<file path="src/rtl/chs_power_ctrl_if.sv">
// chs_power_ctrl_if: configuration handshake and applied-output bundle of chs_power_ctrl.
//   master modport: drives chs_conf_valid/chs_conf and observes the applied outputs.
//   slave modport : the controller; consumes the word and drives ready/power/mode/busy/done.
// Optional macro CHS_DROP_ERR_EN adds the sticky chs_err signal.
`timescale 1ns / 1ps

interface chs_power_ctrl_if #(
    parameter int unsigned CONF_W = 8,
    parameter int unsigned PWR_W  = 4
);
    logic              chs_conf_valid;
    logic              chs_conf_ready;
    logic [CONF_W-1:0] chs_conf;
    logic [PWR_W-1:0]  chs_power;
    logic              chs_mode;
    logic              chs_busy;
    logic              chs_done;
`ifdef CHS_DROP_ERR_EN
    logic              chs_err;
`endif

    modport master (
        output chs_conf_valid,
        output chs_conf,
        input  chs_conf_ready,
        input  chs_power,
        input  chs_mode,
        input  chs_busy,
`ifdef CHS_DROP_ERR_EN
        input  chs_err,
`endif
        input  chs_done
    );

    modport slave (
        input  chs_conf_valid,
        input  chs_conf,
        output chs_conf_ready,
        output chs_power,
        output chs_mode,
        output chs_busy,
`ifdef CHS_DROP_ERR_EN
        output chs_err,
`endif
        output chs_done
    );
endinterface

</file>
<file path="src/rtl/chs_power_ctrl.sv">
// chs_power_ctrl: sequential CHS mode/power controller.
// Accepts a CONF_W-bit word, counts its ones BITS_PER_CYC bits per cycle to form the target
// power, takes the target mode from the LSB (heat=1 / cool=0), then ramps the applied power one
// step per cycle, only switching mode while the applied power is zero.
// Ports:
//   clk  - rising-edge clock
//   rst  - asynchronous active-high reset
//   bus  - chs_power_ctrl_if.slave: chs_conf_valid/chs_conf in; chs_conf_ready, chs_power,
//          chs_mode, chs_busy, chs_done (and chs_err with CHS_DROP_ERR_EN) out.
// Optional macro CHS_DROP_ERR_EN: sticky chs_err flags words offered while not ready.
`timescale 1ns / 1ps

module chs_power_ctrl #(
    parameter int unsigned CONF_W       = 8,
    parameter int unsigned BITS_PER_CYC = 1,
    parameter int unsigned PWR_W        = 4
) (
    input logic              clk,
    input logic              rst,
    chs_power_ctrl_if.slave  bus
);
    localparam int unsigned Beats = CONF_W / BITS_PER_CYC;
    localparam int unsigned CntW  = (Beats > 1) ? $clog2(Beats) : 1;

    typedef enum logic [1:0] {StIdle, StCount, StRamp} state_e;

    state_e            state_q;
    logic [CONF_W-1:0] shift_q;
    logic [PWR_W-1:0]  acc_q, acc_d;
    logic [CntW-1:0]   cnt_q;
    logic [PWR_W-1:0]  tpower_q;
    logic              tmode_q;
    logic [PWR_W-1:0]  power_q;
    logic              mode_q;
    logic              busy_q;
    logic              done_q;
    logic              ready_q;

    // Ones in the low BITS_PER_CYC bits, added to the running count.
    always_comb begin
        acc_d = acc_q;
        for (int i = 0; i < int'(BITS_PER_CYC); i++) begin
            acc_d = acc_d + PWR_W'(shift_q[i]);
        end
    end

    always_ff @(posedge clk or posedge rst) begin
        if (rst) begin
            state_q  <= StIdle;
            shift_q  <= '0;
            acc_q    <= '0;
            cnt_q    <= '0;
            tpower_q <= '0;
            tmode_q  <= 1'b0;
            power_q  <= '0;
            mode_q   <= 1'b0;
            busy_q   <= 1'b0;
            done_q   <= 1'b0;
            ready_q  <= 1'b1;
        end else begin
            unique case (state_q)
                StIdle: begin
                    // After a done pulse ready is still low for one cycle; raise it here.
                    done_q  <= 1'b0;
                    ready_q <= 1'b1;
                    if (bus.chs_conf_valid && ready_q) begin
                        shift_q <= bus.chs_conf;
                        acc_q   <= '0;
                        cnt_q   <= '0;
                        tmode_q <= bus.chs_conf[0];
                        ready_q <= 1'b0;
                        busy_q  <= 1'b1;
                        state_q <= StCount;
                    end
                end
                StCount: begin
                    shift_q <= shift_q >> BITS_PER_CYC;
                    acc_q   <= acc_d;
                    cnt_q   <= cnt_q + CntW'(1);
                    if (cnt_q == CntW'(Beats - 1)) begin
                        tpower_q <= acc_d;
                        state_q  <= StRamp;
                    end
                end
                StRamp: begin
                    if (mode_q != tmode_q) begin
                        // Drain power to zero before the mode is allowed to flip.
                        if (power_q != '0) begin
                            power_q <= power_q - PWR_W'(1);
                        end else begin
                            mode_q <= tmode_q;
                        end
                    end else if (power_q < tpower_q) begin
                        power_q <= power_q + PWR_W'(1);
                    end else if (power_q > tpower_q) begin
                        power_q <= power_q - PWR_W'(1);
                    end else begin
                        done_q  <= 1'b1;
                        busy_q  <= 1'b0;
                        state_q <= StIdle;
                    end
                end
                default: begin
                    state_q <= StIdle;
                end
            endcase
        end
    end

`ifdef CHS_DROP_ERR_EN
    logic err_q;

    always_ff @(posedge clk or posedge rst) begin
        if (rst) begin
            err_q <= 1'b0;
        end else if (bus.chs_conf_valid && !ready_q) begin
            err_q <= 1'b1;
        end
    end

    assign bus.chs_err = err_q;
`endif

    assign bus.chs_conf_ready = ready_q;
    assign bus.chs_power      = power_q;
    assign bus.chs_mode       = mode_q;
    assign bus.chs_busy       = busy_q;
    assign bus.chs_done       = done_q;

endmodule

</file>
<file path="src/flat_wrapper.sv">
// flat-port wrapper written by rule: the top's interface ports become plain ports
module chs_power_ctrl_flat 
#(
    parameter int unsigned CONF_W       = 8,
    parameter int unsigned BITS_PER_CYC = 1,
    parameter int unsigned PWR_W        = 4
)
  (clk, rst, bus_chs_conf_valid, bus_chs_conf, bus_chs_conf_ready, bus_chs_power, bus_chs_mode, bus_chs_busy, bus_chs_done);
  chs_power_ctrl_if #(.CONF_W(CONF_W), .PWR_W(PWR_W)) bus_i ();
  input logic clk;
  input logic rst;
  input wire logic [$bits(bus_i.chs_conf_valid)-1:0] bus_chs_conf_valid;
  input wire logic [$bits(bus_i.chs_conf)-1:0] bus_chs_conf;
  output wire logic [$bits(bus_i.chs_conf_ready)-1:0] bus_chs_conf_ready;
  output wire logic [$bits(bus_i.chs_power)-1:0] bus_chs_power;
  output wire logic [$bits(bus_i.chs_mode)-1:0] bus_chs_mode;
  output wire logic [$bits(bus_i.chs_busy)-1:0] bus_chs_busy;
  output wire logic [$bits(bus_i.chs_done)-1:0] bus_chs_done;
  assign bus_i.chs_conf_valid = bus_chs_conf_valid;
  assign bus_i.chs_conf = bus_chs_conf;
  assign bus_chs_conf_ready = bus_i.chs_conf_ready;
  assign bus_chs_power = bus_i.chs_power;
  assign bus_chs_mode = bus_i.chs_mode;
  assign bus_chs_busy = bus_i.chs_busy;
  assign bus_chs_done = bus_i.chs_done;
  chs_power_ctrl #(.CONF_W(CONF_W), .BITS_PER_CYC(BITS_PER_CYC), .PWR_W(PWR_W)) u_core (.clk(clk), .rst(rst), .bus(bus_i));
endmodule
</file>
<file path="config.mk">
export PLATFORM = sky130hd
export DESIGN_NAME = chs_power_ctrl_flat
export DESIGN_NICKNAME = d
export VERILOG_FILES = /design/src/rtl/chs_power_ctrl_if.sv /design/src/rtl/chs_power_ctrl.sv /design/src/flat_wrapper.sv
export SDC_FILE = /design/constraint.sdc
export NUM_CORES = 1
export LEC_CHECK = 0
export ABC_AREA = 1
export BUFFER_PORTS_ARGS = -buffer_cell sky130_fd_sc_hd__buf_2
export CORE_ASPECT_RATIO = 1.1
export CORE_MARGIN = 10
export CORE_UTILIZATION = 57
export CTS_CLUSTER_DIAMETER = 60
export DETAILED_ROUTE_END_ITERATION = 12
export PLACE_DENSITY = 0.8
export RECOVER_POWER = 25
export SLEW_MARGIN = 20
export SYNTH_ARGS = -nofsm -noshare
export SYNTH_HDL_FRONTEND = slang
export SYNTH_SLANG_ARGS = --single-unit
export TNS_END_PERCENT = 30
</file>
<file path="constraint.sdc">
create_clock -name clk -period 2.02 [get_ports clk]
set_input_delay 0.202 -clock clk [delete_from_list [all_inputs] [get_ports clk]]
set_output_delay 0.202 -clock clk [all_outputs]
set_load 0.03 [all_outputs]
</file>
==> impl_results.md, run 1 <==
- Status: finished clean
- Placed Area: 1750 um2
- Post-synth top area cell: dfrtp_1
- Flop pwr share: 35.1%
- Placed wire-length estimate: 2230 um
- Startpoint Class: register
- RSZ-0062 raised after global routing: no
- Hold WC Path Type: in -> reg
- Gr usage total: 11.9%
- Starting Density: 59.2%
- Area delta synth->final: 10.8%
- Final WL: 2930 um
- Die Y: 76.3 um
- Root Buffer: clkbuf_4
- Avg Cell Area, Syn: 8.22 um2
- Die Width: 71.2 um
- Hold depth: 3
- Via count: 1314
- Seq/Total Area, Yosys: 45.7%
- Slew HR: 52.4%
- Syn nets: 221
- Cts repair resizes: 0
- Final Util: 65.6%
- # setup viols final: 0
- Max Cap Viol: 0
- Peak supply drop: 1.20 mV
- Pint: 1.64 mW
- Post-Syn Area: 1640 um2
- Post-synth EDFFs: 0
- Data required, critical path: 2250 ps
- Initial antenna violation count: 0
- LEAKAGE: 0.976 nW
- Hold Fails Final Rpt: 0
- Dominant synthesized flop cell: dfrtp_1
- Worst flop-to-flop path endpoint: u_core.bus.chs_power[3]$_DFFE_PP0P_
- Largest net degree at the start of global routing: 31
- Max clock buf depth: 2
- Synthesized flop and latch total: 30
- Max Freq: 599 MHz
- CP Capture Type: register
- Fraction of layout instances using a drive strength above 1: 18.3%
- Worst skew pair latency: 330 ps
- Most frequent cells after synthesis: nand2_1, dfrtp_1, inv_1
- ANT nets after route: 0
- Worst R2R Path Depth: 10
- Count of cell types in the netlist: 25
- Hold Path End: u_core.shift_q[7]$_DFFE_PP0P_
- Hold_buf cts: 1
- Worst-Margin Slew: 715 ps
- Share of power burned in the clock network: 11.9%
- Min cycle time layout: 1670 ps
- H-tree Lvls: 2
- Switching share of power: 47.3%
- Largest cells by area after synthesis: dfrtp_1, nand2_1, ha_1
- Wire length of the first global-routing pass: 5350 um
- Reg clk slew, reported paths: 90 ps
- Asr flop ratio synth: 100%
- Crit Path Category: reg -> reg
- Antenna diode count: 0
- Skew final: 5.17 ps
- Grt ovf: 0
- RR Startpoint: u_core.bus.chs_power[3]$_DFFE_PP0P_
- Post-CTS Setup Inserts: 0
- Worst hold start: bus_chs_conf[7]
- Top-count cell post-synth: nand2_1
- Max Slew Vio Count: 0
- Fin nets: 244
- Synthesis Warnings: 0
- Io pins: 19
- Final Cell Area: 1820 um2
- Sw power: 1.47 mW
- Clk sinks: 30
- Drt pass-1 iters: 4
- Synth top area share: 44.1%
- Initial drt markers: 80
- Total power: 3.11 mW
- Drt wl/cell: 11.4 um
- Logic pwr share: 53.1%
- Die area: 5430 um2
- CTS tree: yes
- Vias in the first global route: 1293
- Critical Path AT: 1900 ps
- Row count: 20
- Crit share post-route: 82.6%
- Vias per cell: 5.11
- Post-synthesis instance total: 200
- DR DRC count: 0
- PortBufs: 18
- TritonCTS buffer count: 5
- Pwr Density: 1700 nW/um2
- R2R setup slack: 350 ps
- Core ar.: 2780 um2
- Setup_tns: 0 ps
- Placer Congestion: 0.821
- CP max FO: 7
## worst max-delay path by stage
stage / end / startpoint / cells after the start / slack, ps
after floorplan: u_core.bus.chs_power[0]$_DFFE_PP0P_ / u_core.bus.chs_power[0]$_DFFE_PP0P_ / 12 / 340
after global placement: u_core.bus.chs_power[2]$_DFFE_PP0P_ / u_core.bus.chs_power[2]$_DFFE_PP0P_ / 10 / 400
after detailed placement: u_core.bus.chs_power[3]$_DFFE_PP0P_ / u_core.bus.chs_power[3]$_DFFE_PP0P_ / 10 / 350
after CTS: u_core.bus.chs_power[3]$_DFFE_PP0P_ / u_core.bus.chs_power[3]$_DFFE_PP0P_ / 10 / 340
after global routing: u_core.bus.chs_power[0]$_DFFE_PP0P_ / u_core.bus.chs_power[0]$_DFFE_PP0P_ / 12 / 90
final: u_core.bus.chs_power[3]$_DFFE_PP0P_ / u_core.bus.chs_power[3]$_DFFE_PP0P_ / 10 / 350
## area by class of cell
type | instances | area, um2
Clock buffer | 7 | 55.1
Clock inverter | 1 | 5.00
Fill cell | 238 | 956
Inverter | 30 | 113
Multi-Input combinational cell | 135 | 743
Sequential cell | 30 | 752
Tap cell | 33 | 41.3
Timing Repair Buffer | 21 | 113
## cells in the final DEF, fill, tap and decap left out, drive strengths merged
master       netlist  layout
dfrtp             29      29
xnor2              1       1
o22ai              1       1
o211ai             7       7
o21ai             16      16
dlygate4sd3        0       1
nand3             21      21
nand2             57      57
nand4              6       6
dfstp              1       1
clkbuf             0       8
nor2              11      11
inv               30      30
buf                5      19
clkinv             0       1
xor2               2       2
a21oi              3       3
ha                10      10
## registers in the layout, summed over array words and instances, names as in the netlist
register / flops
u_core.acc_q: 4
u_core.bus.chs_conf_ready: 1
u_core.cnt_q: 3
u_core.tpower_q: 4
u_core.bus.chs_done: 1
u_core.tmode_q: 1
u_core.bus.chs_busy: 1
u_core.bus.chs_power: 4
u_core.shift_q: 8
u_core.bus.chs_mode: 1
u_core.state_q: 2
## cells by family (layout without fill, tap and decap cells)
| group | count (synthesis) | count (layout) | synth area share [%] |
|---|---|---|---|
| xor gates and xnor gates | 3 | 3 | 1.60 |
| buffers and inverters | 35 | 59 | 9.06 |
| DFF | 30 | 30 | 45.7 |
| AOI/OAI and AO/OA | 27 | 27 | 10.2 |
| and+or+nand+nor | 95 | 95 | 25.8 |
| adders and majority gates | 10 | 10 | 7.61 |
## critical path, cell delays in order (launching register included)
cell	delay, ps
dfrtp_1	470
ha_1	340
nand2_1	80
inv_2	50
nand2_1	100
nand2_1	100
nand2_1	50
nand2_1	110
nand2_1	130
nand3_1	90
nand2_1	50
## layer usage
layer / GRT usage, % / share of wire [%] / vias to the layer above
li1: - / - / 695
met1: 13.1 / 46 / 596
met2: 18.9 / 48 / 17
met3: 4.82 / 4.3 / 6
met4: 6.59 / 2.1 / 0
met5: 0 / 0 / -
## power groups by stage
| stage | logic, mW | registers, mW | clock network (mW) |
|---|---|---|---|
| after global placement | 1.64 | 1.09 | 0 |
| after global routing | 1.93 | 1.12 | 0.409 |
| after CTS | 1.67 | 1.09 | 0.378 |
| after floorplan | 1.25 | 1.20 | 0 |
| final | 1.65 | 1.09 | 0.369 |
| after detailed placement | 1.66 | 1.10 | 0 |
## per-stage QoR
step           hold slack (ps)  cells  worst slack, ps
2_1_floorplan              292    200              336
3_3_place_gp               287    248              398
4_1_cts                   90.5    257              341
3_5_place_dp               291    248              353
6_report                  97.5    257              351
5_1_grt                    108    257             89.3
(Power assumes the default switching activity.)
==> run 2, diff against run 1 <==
==> constraint.sdc (replaced) <==
create_clock -name clk -period 1.7 [get_ports clk]
set_input_delay 0.17 -clock clk [delete_from_list [all_inputs] [get_ports clk]]
set_output_delay 0.17 -clock clk [all_outputs]
set_load 0.03 [all_outputs]
==> run 2 against run 1 <==
  * Utilization up 1.4 points
  * Die area unchanged
  * Setup slack got worse by 200 ps
  * Via count grew 3.8%
  * Critical path depth did not move
  * Combinational power is 29% higher
  * Highest routed layer unchanged
  * Fmax increased by 8.1%
  * Sequential cell count stayed put
  * Clock power is 19% higher
  * Non-clock buffer count is 5 higher
  * Critical path type unchanged
  * Wire length up 5.1%
  * Sequential power rose by 13%
==> impl_results.md, run 2 (synthesis results as in run 1) <==
- Die area: 5430 um2
- Largest net degree at the start of global routing: 23
- Worst hold start: bus_chs_conf[7]
- Initial antenna violation count: 0
- Data required, critical path: 1980 ps
- Die Y: 76.3 um
- CP Capture Type: register
- Via count: 1364
- Fraction of layout instances using a drive strength above 1: 20.5%
- Final Util: 67.0%
- Max Freq: 647 MHz
- Status: finished clean
- Worst flop-to-flop path endpoint: u_core.bus.chs_power[2]$_DFFE_PP0P_
- Post-CTS Setup Inserts: 0
- Most frequent cells in the layout: nand2_1, dfrtp_1, inv_1
- Worst R2R Path Depth: 10
- Max Cap Viol: 0
- CTS tree: yes
- Pwr Density: 2040 nW/um2
- R2R setup slack: 160 ps
- Placer Congestion: 0.892
- Fin nets: 249
- Max Slew Vio Count: 0
- Reg clk slew, reported paths: 90 ps
- # setup viols final: 0
- Antenna diode count: 0
- DR DRC count: 0
- Hold depth: 3
- Total power: 3.79 mW
- Drt wl/cell: 11.8 um
- Commonest non-fill, non-tap cell in the layout: nand2_1
- Max clock buf depth: 2
- Initial drt markers: 46
- Hold Fails Final Rpt: 0
- Startpoint Class: register
- Drt pass-1 iters: 4
- Gr usage total: 12.5%
- Row count: 20
- Crit share post-route: 90.9%
- Root Buffer: clkbuf_4
- H-tree Lvls: 2
- Peak supply drop: 1.26 mV
- TritonCTS buffer count: 5
- ANT nets after route: 0
- RR Startpoint: u_core.bus.chs_power[3]$_DFFE_PP0P_
- Hold WC Path Type: in -> reg
- Crit Path Category: reg -> reg
- Hold Path End: u_core.shift_q[7]$_DFFE_PP0P_
- Max reg flops: 8
- Slew HR: 64.2%
- RSZ-0062 raised after global routing: no
- Vias in the first global route: 1373
- LEAKAGE: 1.00 nW
- Worst skew pair latency: 330 ps
- Wire length of the first global-routing pass: 5670 um
- Core ar.: 2780 um2
- Grt ovf: 0
- Starting Density: 59.2%
- Die Width: 71.2 um
- Clk sinks: 30
- Final WL: 3080 um
- Largest reg by FF count: u_core.shift_q
- Filler instances: 251
- CP max FO: 5
- Min cycle time layout: 1540 ps
- Placed wire-length estimate: 2400 um
- Critical Path AT: 1820 ps
- Skew final: 5.85 ps
- Worst-Margin Slew: 537 ps
- PortBufs: 18
- Io pins: 19
- Setup_tns: 0 ps
- Area delta synth->final: 13.2%
- Vias per cell: 5.21
## run 2: timing repair
item / in CTS / in global routing
hold buffers: 1 / 0
setup endpoints to repair: 0 / 4
resized for setup: 0 / 1
endpoints found under the hold margin: 8 / 0
## run 2: worst max-delay path by stage
| stage | start | endpoint | slack [ps] | cells past startpoint |
|---|---|---|---|---|
| after floorplan | u_core.bus.chs_power[0]$_DFFE_PP0P_ | u_core.bus.chs_power[0]$_DFFE_PP0P_ | 20 | 12 |
| after global placement | u_core.tpower_q[3]$_DFFE_PP0P_ | u_core.bus.chs_power[2]$_DFFE_PP0P_ | 200 | 11 |
| after detailed placement | u_core.tpower_q[3]$_DFFE_PP0P_ | u_core.bus.chs_power[2]$_DFFE_PP0P_ | 130 | 11 |
| after CTS | u_core.tpower_q[3]$_DFFE_PP0P_ | u_core.bus.chs_power[2]$_DFFE_PP0P_ | 120 | 11 |
| after global routing | u_core.bus.chs_power[0]$_DFFE_PP0P_ | u_core.bus.chs_power[2]$_DFFE_PP0P_ | 4 | 12 |
| final | u_core.bus.chs_power[3]$_DFFE_PP0P_ | u_core.bus.chs_power[2]$_DFFE_PP0P_ | 160 | 10 |
## run 2: area by class of cell
type                    instances  area [um2]  share of cell area (%)
repair buffers                 26         150                    8.06
well taps                      33        41.3                    2.22
inverters                      30         113                    6.05
clock buffers                   7        55.1                    2.96
clock inverters                 1        5.00                   0.269
multi-input cells             135         746                    40.1
flip-flops and latches         30         752                    40.4
## run 2: stage by stage
step	area (um2)	hold WS [ps]	std cells	setup WS (ps)
2_1_floorplan	1640	260	200	15.7
6_report	1860	63.2	262	155
3_5_place_dp	1790	136	253	127
4_1_cts	1860	62.5	262	116
5_1_grt	1860	72.4	262	4.43
3_3_place_gp	1790	136	253	196
## run 2: routing by layer
layer,wire [um],global-route usage (%),up-vias,part of all wire [%]
met5,0,0,-,0
met4,101,7.75,0,3.3
met3,134,3.39,10,4.3
met2,1500,20.0,23,49
met1,1350,14.3,620,44
li1,-,-,711,-
## run 2: worst max-delay path, stage by stage, from the launching register on
cell and delay, ps:
dfrtp_1 390, ha_1 320, nand2_1 100, inv_2 30, nand2_1 130, nand2_1 90
nand2_1 80, nand2_2 70, nand2_1 120, nand3_1 100, nand2_1 70
## run 2: power by group
| part | internal [mW] | total, mW | switching (mW) |
|---|---|---|---|
| clock network | 0.200 | 0.440 | 0.240 |
| registers | 1.05 | 1.23 | 0.177 |
| logic | 0.759 | 2.13 | 1.37 |
| total | 2.01 | 3.79 | 1.78 |
